[src/rtl/board_object_scanner_pkg.sv]
// board_object_scanner_pkg: shared sizes, FSM state encoding and kind constants for the object scanner.
package board_object_scanner_pkg;
  localparam int DEPTH = 105;
  localparam int ADDR_W = 7;
  localparam int DATA_W = 11;
  localparam logic [2:0] KIND_NUMERIC = 3'd0;
  typedef enum logic [2:0] {S_IDLE, S_ISSUE, S_CAPTURE, S_EMIT, S_FINISH} state_t;
endpackage

[src/rtl/board_object_scanner.sv]
// board_object_scanner: walks the object memory once per start and emits a draw command per non-empty entry.
module board_object_scanner
  import board_object_scanner_pkg::*;
(
  input  logic              clk,
  input  logic              reset,
  input  logic              start,
  input  logic              hold,
  output logic [ADDR_W-1:0] address_read_om,
  input  logic [DATA_W-1:0] data_read_om,
  output logic              cmd_valid,
  input  logic              cmd_ready,
  output logic [ADDR_W-1:0] cmd_addr,
  output logic [2:0]        cmd_kind,
  output logic [6:0]        cmd_value,
  output logic              busy,
  output logic              done,
  output logic [6:0]        object_count
);
  state_t r_state;
  logic [ADDR_W-1:0] r_addr, r_cmd_addr;
  logic [2:0] r_cmd_kind;
  logic [6:0] r_cmd_value, r_count, r_object_count;
  logic r_cmd_valid, r_busy, r_done;
  logic w_last, w_empty;
  assign w_last = r_addr == ADDR_W'(DEPTH - 1);
  // bit 7 alone still marks the entry as present
  assign w_empty = data_read_om[10:8] == KIND_NUMERIC && data_read_om[7:0] == 8'd0;
  always_ff @(posedge clk) begin
    if (reset) begin
      r_state <= S_IDLE;
      r_addr <= '0;
      r_cmd_addr <= '0;
      r_cmd_kind <= '0;
      r_cmd_value <= '0;
      r_count <= '0;
      r_object_count <= '0;
      r_cmd_valid <= 1'b0;
      r_busy <= 1'b0;
      r_done <= 1'b0;
    end else begin
      r_done <= 1'b0;
      if (hold && r_state != S_IDLE) begin
        r_state <= S_IDLE;
        r_cmd_valid <= 1'b0;
        r_busy <= 1'b0;
      end else begin
        case (r_state)
          S_IDLE: if (start && !hold) begin
            r_addr <= '0;
            r_count <= '0;
            r_busy <= 1'b1;
            r_state <= S_ISSUE;
          end
          S_ISSUE: r_state <= S_CAPTURE;
          S_CAPTURE: if (!w_empty) begin
            r_cmd_addr <= r_addr;
            r_cmd_kind <= data_read_om[10:8];
            r_cmd_value <= data_read_om[6:0];
            r_cmd_valid <= 1'b1;
            r_state <= S_EMIT;
          end else if (w_last) begin
            r_done <= 1'b1;
            r_busy <= 1'b0;
            r_object_count <= r_count;
            r_state <= S_FINISH;
          end else begin
            r_addr <= r_addr + 1'b1;
            r_state <= S_ISSUE;
          end
          S_EMIT: if (r_cmd_valid && cmd_ready) begin
            r_cmd_valid <= 1'b0;
            r_count <= r_count + 7'd1;
            if (w_last) begin
              r_done <= 1'b1;
              r_busy <= 1'b0;
              r_object_count <= r_count + 7'd1;
              r_state <= S_FINISH;
            end else begin
              r_addr <= r_addr + 1'b1;
              r_state <= S_ISSUE;
            end
          end
          default: r_state <= S_IDLE;
        endcase
      end
    end
  end
  assign address_read_om = r_addr;
  assign cmd_valid = r_cmd_valid;
  assign cmd_addr = r_cmd_addr;
  assign cmd_kind = r_cmd_kind;
  assign cmd_value = r_cmd_value;
  assign busy = r_busy;
  assign done = r_done;
  assign object_count = r_object_count;
endmodule

[config.mk]
export PLATFORM = sky130hd
export DESIGN_NAME = board_object_scanner
export DESIGN_NICKNAME = d
export VERILOG_FILES = /design/src/rtl/board_object_scanner_pkg.sv /design/src/rtl/board_object_scanner.sv
export SDC_FILE = /design/constraint.sdc
export NUM_CORES = 1
export LEC_CHECK = 0
export BUFFER_PORTS_ARGS = -buffer_cell sky130_fd_sc_hd__buf_2
export CAP_MARGIN = 15
export CORE_ASPECT_RATIO = 1.5
export CORE_UTILIZATION = 54
export CTS_CLUSTER_SIZE = 16
export DETAILED_ROUTE_END_ITERATION = 10
export HOLD_SLACK_MARGIN = 0.02
export PLACE_DENSITY = 0.79
export SYNTH_ARGS = -nofsm -noshare
export SYNTH_HDL_FRONTEND = slang
export SYNTH_SLANG_ARGS = --single-unit
[constraint.sdc]
create_clock -name clk -period 2.65 [get_ports clk]
set_input_delay 0.53 -clock clk [delete_from_list [all_inputs] [get_ports clk]]
set_output_delay 0.53 -clock clk [all_outputs]
set_load 0.02 [all_outputs]
# Word level (Yosys, flattened, before mapping)
# Index checks and enable logic that the tools add are counted.
[classes]
div = 0
n_mul = 0
shift = 0
n_reduce_logical = 20
n_lt_le_gt_ge = 0
n_mux = 29
n_eq_ne = 10
bitwise = 2
add_sub_neg = 2
[op_table]
columns = ["op", "count"]
rows = [
  ["2-to-1 mux 7 bit", 9],
  ["one-hot mux 7 bit (2 select lines)", 2],
  ["one-hot mux 7 bit (3 select lines)", 1],
  ["adder 7 x 1 -> 7 bit (second input constant)", 2],
  ["2-to-1 mux 3 bit", 4],
  ["!= test 2 bit (second input constant)", 6],
  ["one-hot mux 3 bit (4 select lines)", 1],
  ["2-to-1 mux 1 bit", 9],
  ["logical NOT 8 bit", 1],
  ["AND reduction 4 bit", 2],
  ["== test 7 bit (second input constant)", 1],
  ["== test 3 x 2 -> 1 bit (second input constant)", 2],
  ["logical NOT 3 bit", 2],
  ["AND reduction 3 bit", 2],
  ["AND reduction 6 bit", 1],
  ["nonzero test 3 bit", 2],
  ["AND reduction 5 bit", 1],
  ["logical AND 1 bit", 4],
  ["one-hot mux 1 bit (2 select lines)", 2],
  ["nonzero test 2 bit", 2],
  ["== test 3 x 1 -> 1 bit (second input constant)", 1],
  ["one-hot mux 1 bit (3 select lines)", 1],
  ["inverter 1 bit", 2],
  ["AND reduction 2 bit", 1],
  ["2 further kinds", 2],
]
[totals]
ramBits = 0
rom_bits = 0
output_inout_bits = 34
word_cells = 73
n_memories = 0
latch_bits = 0
input_bits = 16
regBits = 44

# Longest topological paths before layout
# Gate-level depths: netlist (run 1).
[depth]
ltp_word = 4
mapped_depth = 7

# Least setup slack after synthesis (run 1)
# Ideal clock, no wire load.
[synth_path]
kind = "in2reg"
startpoint = "in data_read_om[0]"
endpoint = "reg r_addr[4], in the netlist address_read_om[4]"
setup_time_ns = 0.092
cell_stages = 5
n_path_buf = 1
path_slack_ns = 0.612
arrival_ns = 1.946
path_cell_list = "nor4_4 > a31oi_4 > or4b_1 > buf_6 > o311ai_4"
[synth_via]
elab_chain_len = 4
[synth_lines]
columns = ["element", "line_no", "rtl"]
rows = [
  ["from (decl)", "board_object_scanner.sv:10", "input logic [DATA_W-1:0] data_read_om,"],
  ["logical NOT 8 bit", "board_object_scanner.sv:28", "assign w_empty = data_read_om[10:8] == KIND_NUMERIC && data_read_om[7:0] == 8'd0;"],
  ["logical AND 1 bit", "board_object_scanner.sv:28", ""],
  ["!= test 2 bit (no source line)", "n/a", ""],
  ["AND reduction 5 bit (no source line)", "n/a", ""],
  ["to (signal assigned)", "board_object_scanner.sv:68", "r_addr <= r_addr + 1'b1;"],
  ["to (signal assigned)", "board_object_scanner.sv:80", "r_addr <= r_addr + 1'b1;"],
  ["to (decl)", "board_object_scanner.sv:21", "logic [ADDR_W-1:0] r_addr, r_cmd_addr;"],
]
# Every way passes these cells.
# A chain may end at the register's enable or synchronous reset.

# Worst setup path after layout (run 1)
[layout_path]
startpoint = "reg r_state[1]"
endpoint = "reg r_addr[6], in the netlist address_read_om[6]"
[layout_via]
elab_chain_len = 4
elab_cells_between_ends = 12
[layout_lines]
columns = ["element", "line_no", "rtl"]
rows = [
  ["from (decl)", "board_object_scanner.sv:20", "state_t r_state;"],
  ["from (signal assigned)", "board_object_scanner.sv:31", "r_state <= S_IDLE;"],
  ["from (signal assigned)", "board_object_scanner.sv:44", "r_state <= S_IDLE;"],
  ["from (signal assigned)", "board_object_scanner.sv:53", "r_state <= S_ISSUE;"],
  ["parallel branches: the longest is 4 deep, another holds AND reduction 5 bit", "n/a", ""],
]
# Parallel ways; which one is timed is not known.

==> results of run 1 <==
-- worst paths after layout --
check                        to   startpoint  slack [ns]
max          address_read_om[6]   r_state[1]        0.48
min reg2reg         cmd_addr[5]  cmd_addr[5]        0.47
min                 cmd_addr[5]  cmd_addr[5]        0.47
max reg2reg  address_read_om[6]   r_state[1]        0.48
-- routing by layer --
metal / track usage (%) / vias up
met2: 42.86 / 66
li1: - / 1119
met5: 0 / -
met1: 27.66 / 1054
met4: 12.86 / 0
met3: 4.206 / 14
-- kinds of logic after synthesis --
kind of cell | count (synthesis) | share of synthesized area (%)
mux | 2 | 0.8426
compound gates | 99 | 28.49
flops | 44 | 37.07
simple gates | 92 | 24.07
buf+inv | 31 | 6.319
xor+xnor | 3 | 1.106
fa+ha+maj | 4 | 2.106
-- cell usage after synthesis, drive strengths merged, types with 5 or more instances --
library cell   n
a21oi         31
a32oi          5
buf            5
clkbuf        14
dfxtp         44
inv           12
nand2         12
nand3         20
nor2           7
nor2b          8
nor3           9
nor4           8
o211ai         6
o21ai         36
o311ai         5
or3            6
-- sequential cells by signal, summed over array words and instances, names as in the netlist --
name,cells
busy,1
done,1
r_count,7
r_state,3
object_count,7
cmd_value,7
cmd_valid,1
cmd_kind,3
cmd_addr,7
address_read_om,7
-- through the flow --
step | util (%) | total power [µW] | hold WS [ns] | area (µm²)
floorplan | - | 750.0 | 0.4616 | 2376
global placement | 62.93 | 791.8 | 0.4578 | 2649
detailed placement | 62.93 | 792.9 | 0.4610 | 2649
CTS | 65.70 | 1317 | 0.4730 | 2765
global route | 65.70 | 1352 | 0.4896 | 2765
finish | 65.70 | 1304 | 0.4731 | 2765
-- power breakdown --
part | switching, µW | internal (µW) | total, µW
Combinational | 68.1 | 34.6 | 103
Sequential | 8.57 | 667 | 676
Clock | 242 | 284 | 526
Total | 318 | 986 | 1300
-- final cells by class --
class | count | area (µm²)
fill | 367 | 1444
multi-input combinational | 200 | 1345
sequential | 44 | 880.8
timing repair buffer | 59 | 320.3
clock buffer | 5 | 68.82
tap | 46 | 57.56
clock inverter | 3 | 47.55
inverter | 12 | 45.04
-- critical path: cells and delay by family, from the launching register on --
family	cells	cell delay, ns
flops	1	0.55
buf+inv	1	0.25
compound gates	3	0.58
simple gates	1	0.70
==> results.txt, run 1 <==
Detailed routing placed a total of 2960 µm of wire on met2. For the number of warnings issued by yosys, the log shows 0. The setup slack after placement was 0.2581 ns. Measured against its own limit, the worst slew margin works out to 60.46%.

The run gives 29 as the number of rows created at floorplan. A synthesized cell averages 8.640 µm². The largest incremental delay on the critical path came out at 0.70 ns.

The die is 83.24 µm tall. The largest total area in the synthesized netlist belongs to sky130_fd_sc_hd__dfxtp_1. The detailed router placed 2253 vias in this run. After the first detailed-routing iteration, the DRC count stood at 71. The logs give 2007 for the number of global-route vias before repair and 4025 µm for the detailed placement HPWL. The run gives 4 as the detailed-router iteration count before antenna repair.

The maximum clock path buffer count came out at 2. The flow ran to the end, and the final reports show no timing, DRC or antenna violations. The count of buffers added by post-CTS timing repair for setup is 0, and the initial core utilization is 56.45%. Of all flip-flops after synthesis, the portion carrying an async set or reset was 0%. For this design the static power due to leakage is 0.001014 µW.

Yosys attributes the largest share of cell area to sky130_fd_sc_hd__dfxtp_1, sky130_fd_sc_hd__o21ai_0, sky130_fd_sc_hd__a21oi_1, sky130_fd_sc_hd__nand3_1, sky130_fd_sc_hd__clkbuf_1. Setup repair after global routing left no endpoint under its margin. Total power density per cell area: 471.7 nW/µm².

Setup violations remaining at the end of the flow were counted as 0. The worst reg-to-reg path cell count works out to 5. The signal on the critical path passes through buf_4 -> o21ba_2 -> o21ai_2 -> or4b_1 -> o311ai_4. The tools report the post-synth net total as 295. The worst-case IR drop observed on VDD is 0.0004349 V. The worst setup path is launched from a register. Number of max-slew violations in the final report: 0.

Area added between synthesis and finish: 16.38%. The fraction of post-synthesis cell area in the top cell type by area came out at 37.07%. Once detail routing completed, the nets flagged for antenna violations numbered 0. The run gives 0 as the number of buffers inserted by hold repair at cts.

The region available for standard cell placement spans 4209 µm². Of the cells placed in the final design, the portion with a size suffix greater than 1 is 26.93%. Summed over all failing endpoints, the final setup total negative slack is 0 ns. In the routed design, unresolved DRC markers number 0.

The share of the clock period used by the worst path works out to 82.00%. The minimum period implied by the final worst setup slack came out at 2.173 ns. In this run the top signal layer used is met4. The tools report the combined global-route utilization of all metal layers as 24.45%. The critical-path cell with the highest stage delay is sky130_fd_sc_hd__or4b_1. The first global-routing pass estimated 9087 µm of wire. For the netlist area before placement, the log shows 2376 µm². For the worst setup path, the data arrival time is 2.39 ns.

After the flow finishes, the layout carries non-filler instances totaling 369. Wires add up to 5580 µm. The total clock buffers created by CTS is 5, and the largest net degree at the start of global routing is 40. In the layout the commonest cells are sky130_fd_sc_hd__buf_2, sky130_fd_sc_hd__dfxtp_1, sky130_fd_sc_hd__o21ai_0. In this run the worst path has a maximum fanout of 12. After detailed routing, the number of vias per cell comes to 6.106. For the clock skew, the log shows 0.008263 ns. The count of final hold-check violations came out at 0.

The worst setup path is captured at a register. The worst setup path is of the register to register kind. The die covers 4675 µm². For the worst-skew pair, the clock arrives at the later sink with an insertion delay of 0.30 ns. For the wire length on met3, the log shows 205 µm.

The run gives 2 as the maximum level of the CTS H-tree. For this design the top-level I/O count stands at 50. Clock tree root buffer cell: sky130_fd_sc_hd__clkbuf_8. The clock slew seen by the registers of the worst setup and hold paths was 0.09 ns.

The routed length per placed instance was 15.12 µm. The path class of the tightest hold or removal check is register to register. Leaving out fill and tap cells, the most frequent cell in the layout is sky130_fd_sc_hd__buf_2. At the pin with the least slew margin, the transition time is 0.5891 ns. For the initial antenna violation count, the log shows 0. After synthesis the netlist holds a flip-flop and latch count of 44. Final net count: 342. The logs give 0.4770 ns for the final worst-path setup slack and 0 for the number of maximum-capacitance violations. The tree built by TritonCTS fans out to 44 sinks.

The width of the chip was 56.16 µm; the maximum achievable frequency was 0.4602 GHz. Routability-driven placement finished with a final weighted congestion of 0.7965. For this block, wires on met1 add up to 2257 µm. The worst hold path passes through 2 cells.

The number of antenna cells inserted came out at 0. Of the synthesized area, sequential elements account for 37.07%. Number of enable flip-flop cells after synthesis: 0. TritonCTS built the clock tree. After clock tree synthesis, the repair step resized 0 gates. Synthesis instantiated 52 different standard cells from the library. The logs give 361 for the placed cell count and 2.87 ns for the required time of the critical path.

Synthesis produced a netlist whose cell count is 275. The commonest register cell after synthesis is sky130_fd_sc_hd__dfxtp_1. The global route total overflow was 0; the total of buffers placed on input and output ports was 49.
Note: power is estimated with default switching activity, not from simulation.
==> run 2: changes to the inputs <==
--- a/config.mk
+++ b/config.mk
@@ -8,11 +8,11 @@
 export BUFFER_PORTS_ARGS = -buffer_cell sky130_fd_sc_hd__buf_2
 export CAP_MARGIN = 15
 export CORE_ASPECT_RATIO = 1.5
-export CORE_UTILIZATION = 54
+export CORE_UTILIZATION = 49
 export CTS_CLUSTER_SIZE = 16
 export DETAILED_ROUTE_END_ITERATION = 10
 export HOLD_SLACK_MARGIN = 0.02
-export PLACE_DENSITY = 0.79
+export PLACE_DENSITY = 0.76
 export SYNTH_ARGS = -nofsm -noshare
 export SYNTH_HDL_FRONTEND = slang
 export SYNTH_SLANG_ARGS = --single-unit
==> constraint.sdc (replaced) <==
create_clock -name clk -period 1.87 [get_ports clk]
set_input_delay 0.374 -clock clk [delete_from_list [all_inputs] [get_ports clk]]
set_output_delay 0.374 -clock clk [all_outputs]
set_load 0.02 [all_outputs]
==> run 2 against run 1 <==
  * Count of clock-buffer cells in the layout up 2
  * Worst setup slack worse by 0.40 ns
  * Final cell count increased by 15%
  * Register-to-register slack got worse by 0.40 ns
  * Wire length grew 13%
  * Maximum frequency rose by 22%
  * Hold slack got worse by 0.13 ns
  * Total power rose by 36%
  * Largest power group unchanged
==> results.txt, run 2 (synthesized netlist as in run 1, its figures left out) <==
Number of violations reported at the end of detailed-routing iteration 0: 129 (was 71). The clock tree root buffer cell is sky130_fd_sc_hd__clkbuf_8 (unchanged). End point of the worst hold path: cmd_kind[1] (was cmd_addr[5]). The maximum level of the CTS H-tree is 2 (unchanged). Share of the clock period used by the worst path: 95.63% (was 82.00%). The tools report the source of the critical timing path as r_state[2] (was r_state[1]). The share of final-layout standard cells stronger than drive strength 1 is 36.67% (was 26.93%), and the clock sink total is 44 (unchanged).

The maximum clock path buffer count is 2 (unchanged), and the global placement routability congestion is 0.8417 (was 0.7965). The run gives 36 (was 40) as the largest net degree at the start of global routing. The peak supply drop is 0.0004337 V (was 0.0004349 V). The critical path startpoint category is a register (unchanged).

The routed length per placed instance came out at 14.90 µm (was 15.12 µm). Top library cells by usage in the layout, fill and taps aside: sky130_fd_sc_hd__buf_2, sky130_fd_sc_hd__buf_4, sky130_fd_sc_hd__dfxtp_1 (was sky130_fd_sc_hd__buf_2, sky130_fd_sc_hd__dfxtp_1, sky130_fd_sc_hd__o21ai_0). Most common cell after layout, fill and taps aside: sky130_fd_sc_hd__buf_2 (unchanged). The minimum period implied by the final worst setup slack came out at 1.788 ns (was 2.173 ns).

The critical path's top delay family was simple AND/OR/NAND/NOR gates (unchanged). Maximum achievable frequency: 0.5592 GHz (was 0.4602 GHz). The tools report the launching point of the worst reg2reg path as r_state[2] (was r_state[1]). The run gives 0 (unchanged) as the total setup violations reported at the end of the flow. Maximum fanout encountered on the critical timing path: 10 (was 12).

Height of the die: 87.29 µm (was 83.24 µm). The clock slew seen by the registers of the worst setup and hold paths came out at 0.09 ns (about the same). The worst min-delay path category was primary input to register (was register to register).

The slack of the worst reg-to-reg path was 0.08 ns (was 0.48 ns); the worst-margin pin slew was 0.5996 ns (was 0.5891 ns). The number of buffers inserted by hold repair at cts was 0 (unchanged); the clock skew was 0.007697 ns (was 0.008263 ns). For the detailed placement HPWL, the log shows 4621 µm (was 4025 µm).

The largest incremental delay on the critical path was 0.52 ns (was 0.70 ns). The routed via count divided by cell count was 5.719 (was 6.106). The routed wire length came out at 6318 µm (was 5580 µm). The worst reg-to-reg path cell count was 6 (was 5).

The total power density per cell area was 576.8 nW/µm² (was 471.7 nW/µm²). Setup repair after global routing could not meet its margin everywhere. The post-route antenna net violation count is 0 (unchanged).

The final net count is 379 (was 342), and the initial antenna violation count is 0 (unchanged). The area added between synthesis and finish came out at 29.33% (was 16.38%). The number of rows created at floorplan is 30 (was 29). The run gives 0.3475 ns (was 0.4731 ns) as the tightest hold margin. The die area is 5137 µm² (was 4675 µm²).

Total clock buffers created by CTS: 5 (unchanged). The initial core utilization came out at 51.89% (was 56.45%). The core area was 4579 µm² (was 4209 µm²); the number of placed I/O pins was 50 (unchanged). The count of vias placed by the detailed router was 2425 (was 2253); the detailed-router iteration count before antenna repair was 4 (unchanged). The normalized max-slew margin came out at 59.60% (was 60.46%). TritonCTS built the clock tree. The clock insertion delay at the later pin of the skew report is 0.30 ns (about the same). The final core utilization was 67.10% (was 65.70%); the number of buffers and inverters on the critical path was 2 (was 1).

The number of global-route vias before repair is 2323 (was 2007). The global route total overflow is 0 (unchanged), and the DRC violation count after routing is 0 (unchanged). Source of the worst hold timing path: data_read_om[9] (was cmd_addr[5]). The terminus of the critical flop-to-flop path was object_count[0] (was address_read_om[6]). Sequence of cells on the critical path: nand3b_1 -> buf_4 -> inv_1 -> ha_1 -> or3_1 -> a21oi_1 (was buf_4 -> o21ba_2 -> o21ai_2 -> or4b_1 -> o311ai_4). Hold-critical path depth: 3 (was 2).

The category of the critical setup timing path was register to register (unchanged). The run finished with clean final reports. The tools report the arrival time reported for the critical path endpoint as 2.02 ns (was 2.39 ns). The tools report the type of destination of the critical path as a register (unchanged). The required time of the critical path is 2.11 ns (was 2.87 ns), and the width of the chip is 58.86 µm (was 56.16 µm). Critical-path cell with the highest stage delay: sky130_fd_sc_hd__dfxtp_1 (was sky130_fd_sc_hd__or4b_1). The number of antenna cells inserted is 0 (unchanged), and the global-route wire length before repair is 10320 µm (was 9087 µm). The combined global-route utilization of all metal layers came out at 25.79% (was 24.45%). The static leakage came out at 0.001183 µW (was 0.001014 µW). The total of buffers placed on input and output ports is 49 (unchanged).

The number of max-slew violations in the final report was 0 (unchanged). The count of final hold-check violations is 0 (unchanged), and the number of maximum-capacitance violations is 0 (unchanged).
run 2: cell count changes in the layout (fill, tap and decap cells not counted), moves of 2 or more:
| cell | before | now |
|---|---|---|
| sky130_fd_sc_hd__dfxtp_2 | 0 | 5 |
| sky130_fd_sc_hd__dfxtp_1 | 44 | 39 |
| sky130_fd_sc_hd__clkinv_4 | 2 | 0 |
| sky130_fd_sc_hd__buf_4 | 10 | 45 |
run 2: worst reg2reg max path, cell delays in order, from the launching register on:
cell,delay [ns]
sky130_fd_sc_hd__dfxtp_1,0.52
sky130_fd_sc_hd__nand3b_1,0.27
sky130_fd_sc_hd__buf_4,0.16
sky130_fd_sc_hd__inv_1,0.04
sky130_fd_sc_hd__ha_1,0.26
sky130_fd_sc_hd__or3_1,0.37
sky130_fd_sc_hd__a21oi_1,0.12
run 2: metal layers:
layer	vias to the layer above	global-route usage [%]	wire length, µm
li1	1198	-	-
met1	1150	28.90	2514
met2	67	47.62	3446
met3	10	3.863	241
met4	0	9.740	116
met5	-	0	0
run 2: final cells by class:
class / count / area, µm²
flip-flops and latches: 44 / 887.1
clock buffers: 7 / 86.33
clock inverters: 1 / 7.507
fillers: 422 / 1506
inverters: 12 / 45.04
well taps: 64 / 80.08
multi-input cells: 201 / 1373
repair buffers: 95 / 594.3
run 2: worst max path at each step:
stage                    endpoint  slack, ns  cells after the start
2_1_floorplan  address_read_om[4]       0.02                      7
3_3_place_gp   address_read_om[4]      -0.10                      6
3_5_place_dp   address_read_om[6]      -0.14                      6
4_1_cts           object_count[2]       0.02                      5
5_1_grt                r_count[6]      -0.01                      5
6_report          object_count[0]       0.08                      6
run 2: metrics by stage:
stage                     setup TNS, ns  power [µW]  setup slack (ns)  instance area (µm²)  instances
after floorplan                       0        1063           0.02030                 2385        275
after global placement          -0.3739        1156           -0.1027                 2920        411
after detailed placement        -0.5579        1159           -0.1392                 2920        411
after CTS                             0        1779           0.01753                 3014        419
after global routing           -0.01638        1828          -0.01166                 3073        424
final                                 0        1772           0.08181                 3073        424
run 2: what timing repair did:
item                                    4_1_cts  5_1_grt
endpoints found under the setup margin        0       12
buffers inserted                              0        4
resized for setup                             0        7
run 2: report_power, final:
group	switching [µW]	internal, µW
Combinational	111	76.7
Sequential	8.24	946
Clock	330	300
==> run 3: changes to the inputs <==
--- a/config.mk
+++ b/config.mk
@@ -13,6 +13,7 @@
 export DETAILED_ROUTE_END_ITERATION = 10
 export HOLD_SLACK_MARGIN = 0.02
 export PLACE_DENSITY = 0.76
+export REMOVE_ABC_BUFFERS = 1
 export SYNTH_ARGS = -nofsm -noshare
 export SYNTH_HDL_FRONTEND = slang
 export SYNTH_SLANG_ARGS = --single-unit
==> constraint.sdc (replaced) <==
create_clock -name clk -period 1.87 [get_ports clk]
set_input_delay 0.2805 -clock clk [delete_from_list [all_inputs] [get_ports clk]]
set_output_delay 0.2805 -clock clk [all_outputs]
set_load 0.02 [all_outputs]
==> run 3 against run 2 <==
  * Total power is 0.77% lower
  * Sequential share of layout area is 0.76 points higher
  * Combinational power is 5% lower
  * Register-to-register slack hardly changed
  * Maximum frequency is 0.12% lower
  * Critical endpoint is now object_count[4]
==> results.txt, run 3 (synthesized netlist as in run 1, its figures left out) <==
The flow ran to the end, and the final reports show no timing, DRC or antenna violations. Critical path's top delay family: simple AND/OR/NAND/NOR gates (unchanged). The total of buffers placed on input and output ports came out at 49 (unchanged).

Routed via count divided by cell count: 5.894 (was 5.719). The core area was 4579 µm² (unchanged); the area added between synthesis and finish was 25.49% (was 29.33%). The logs give 0 (unchanged) for the count of final hold-check violations and 35.6% (about the same) for the relative contribution of the clock network to total power.

The maximum clock path buffer count was 2 (unchanged); the peak supply drop was 0.0006802 V (was 0.0004337 V). The end point of the critical path is object_count[4] (was object_count[0]). The routed wire length was 6350 µm (was 6318 µm).

The clock insertion delay at the later pin of the skew report came out at 0.30 ns (about the same). The width of the chip works out to 58.86 µm (unchanged). The largest incremental delay on the critical path was 0.58 ns (was 0.52 ns); the combined global-route utilization of all metal layers was 24.86% (was 25.79%). For the maximum level of the CTS H-tree, the log shows 2 (unchanged). The detailed placement HPWL is 4472 µm (was 4621 µm), and the clock sink total is 44 (unchanged). Launching point of the worst reg2reg path: address_read_om[1] (was r_state[2]). The filler cell count was 420 (was 422); the total clock buffers created by CTS was 5 (unchanged). For the number of maximum-capacitance violations, the log shows 0 (unchanged). The tools report the detailed-router iteration count before antenna repair as 4 (unchanged). The total setup violations reported at the end of the flow was 0 (unchanged).

The number of global-route vias before repair is 2158 (was 2323). Count of vias placed by the detailed router: 2446 (was 2425). The number of placed I/O pins is 50 (unchanged). The routed length per placed instance is 15.30 µm (was 14.90 µm).

The type of destination of the critical path is a register (unchanged). The logs give 2982 µm² (was 3073 µm²) for the final standard cell area without fillers and 0 (unchanged) for the post-route antenna net violation count. The initial core utilization was 51.89% (unchanged); the global placement routability congestion was 0.8640 (was 0.8417). The category of the critical setup timing path was register to register (unchanged).

The logs give 40 (was 36) for the largest net degree at the start of global routing and 0 (unchanged) for the number of buffers inserted by hold repair at cts. The height of the die is 87.29 µm (unchanged), and the share of the clock period used by the worst path is 95.74% (was 95.63%). For the net switching power, the log shows 442.9 µW (was 449.1 µW).

Logic depth of the worst path, buffers included: 7 (was 6). The terminus of the critical flop-to-flop path is object_count[4] (was object_count[0]). Maximum fanout encountered on the critical timing path: 7 (was 10).

Source of the critical timing path: address_read_om[1] (was r_state[2]). The run gives 105 (was 129) as the number of violations reported at the end of detailed-routing iteration 0. The clock slew seen by the registers of the worst setup and hold paths was 0.09 ns (about the same). The overall power came out at 1759 µW (was 1772 µW). Slack of the worst reg-to-reg path: 0.08 ns (about the same). Worst min-delay path category: primary input to register (unchanged). The total internal power was 1316 µW (was 1323 µW); the total area of sequential cells was 883.3 µm² (was 887.1 µm²). The tools report the DRC violation count after routing as 0 (unchanged). The fraction of power consumed by combinational cells is 10.1% (was 10.6%), and the maximum achievable frequency is 0.5586 GHz (was 0.5592 GHz). The net switching share of the total power works out to 25.18% (was 25.33%). The tools report the global-route wire length before repair as 10050 µm (was 10320 µm). The share of final-layout standard cells stronger than drive strength 1 was 33.05% (was 36.67%); the number of antenna cells inserted was 0 (unchanged). The tools report the global route total overflow as 0 (unchanged). Most common cell after layout, fill and taps aside: sky130_fd_sc_hd__buf_2 (unchanged).

TritonCTS built the clock tree. The number of max-slew violations in the final report came out at 0 (unchanged). The critical-path cell with the highest stage delay was sky130_fd_sc_hd__or4_4 (was sky130_fd_sc_hd__dfxtp_1).

Normalized max-slew margin: 62.38% (was 59.60%). The tools report the clock tree root buffer cell as sky130_fd_sc_hd__clkbuf_8 (unchanged). The static leakage is 0.001140 µW (was 0.001183 µW), and the final net count is 370 (was 379).

The die area is 5137 µm² (unchanged), and the worst reg-to-reg path cell count is 7 (was 6). The required time of the critical path is 2.04 ns (was 2.11 ns). The total power density per cell area is 589.9 nW/µm² (was 576.8 nW/µm²), and the number of rows created at floorplan is 30 (unchanged). The area of combinational cells with multiple inputs is 1348 µm² (was 1373 µm²). The initial antenna violation count is 0 (unchanged), and the number of buffers and inverters on the critical path is 2 (unchanged). Sequence of cells on the critical path: inv_1 -> ha_1 -> nand2_2 -> or4_4 -> buf_2 -> o21ai_0 -> a21oi_1 (was nand3b_1 -> buf_4 -> inv_1 -> ha_1 -> or3_1 -> a21oi_1). The arrival time reported for the critical path endpoint was 1.96 ns (was 2.02 ns). Minimum period implied by the final worst setup slack: 1.790 ns (was 1.788 ns).

The share of power burned in registers is 54.3% (was 53.9%), and the clock skew is 0.01003 ns (was 0.007697 ns). The tools report the cell area after placement as 2867 µm² (was 2920 µm²). The worst-margin pin slew works out to 0.5605 ns (was 0.5996 ns). Top library cells by usage in the layout, fill and taps aside: sky130_fd_sc_hd__buf_2, sky130_fd_sc_hd__dfxtp_1, sky130_fd_sc_hd__buf_4 (was sky130_fd_sc_hd__buf_2, sky130_fd_sc_hd__buf_4, sky130_fd_sc_hd__dfxtp_1). The tools report the critical path startpoint category as a register (unchanged).
## run 3: stage by stage
step | setup slack, ns | setup TNS (ns) | hold slack (ns) | utilization, % | cells
3_3_place_gp | -0.02574 | -0.05109 | 0.4572 | 62.60 | 405
6_report | 0.07969 | 0 | 0.2498 | 65.11 | 415
4_1_cts | 0.04243 | 0 | 0.2534 | 64.56 | 413
2_1_floorplan | -0.2140 | -1.141 | 0.3496 | - | 256
5_1_grt | -0.01175 | -0.02346 | 0.2428 | 65.11 | 415
3_5_place_dp | -0.07377 | -0.2620 | 0.4627 | 62.60 | 405
## run 3: timing repair
action	4_1_cts	5_1_grt
gates resized for setup	0	6
setup buffers	0	2
endpoints found under the setup margin	0	7
## run 3: how the worst min path moves through the flow
stage / end / depth (start not counted) / startpoint
2_1_floorplan: cmd_addr[0] / 1 / reset
3_3_place_gp: object_count[3] / 2 / object_count[3]
3_5_place_dp: object_count[0] / 2 / object_count[0]
4_1_cts: cmd_kind[0] / 3 / data_read_om[8]
5_1_grt: cmd_kind[0] / 3 / data_read_om[8]
6_report: cmd_kind[1] / 3 / data_read_om[9]
## run 3: layout make-up
cell class	instances	area share [%]
tap	64	2.686
timing repair buffer	87	17.96
inverter	12	1.511
sequential	44	29.63
clock buffer	8	3.021
multi-input combinational	200	45.20
## run 3: worst reg2reg max path: cells and delay by family, from the launching register on
| kind | cells | cell delay [ns] |
|---|---|---|
| compound gates | 2 | 0.24 |
| flops | 1 | 0.33 |
| buf+inv | 2 | 0.27 |
| fa+ha+maj | 1 | 0.17 |
| simple gates | 2 | 0.66 |
## run 3: metal layers
layer	global-route usage, %	vias to the layer above	wire (µm)
met5	0	-	0
met4	6.926	0	114
met3	4.160	12	230
met2	44.83	71	3401
met1	29.58	1183	2604
li1	-	1180	-
## run 3: power by group through the flow
stage	Clock, µW	Sequential (µW)	Combinational, µW
6_report	627	954	178
5_1_grt	671	956	189
4_1_cts	627	954	174
3_5_place_dp	0	976	173
3_3_place_gp	0	976	172
2_1_floorplan	0	990	56.2
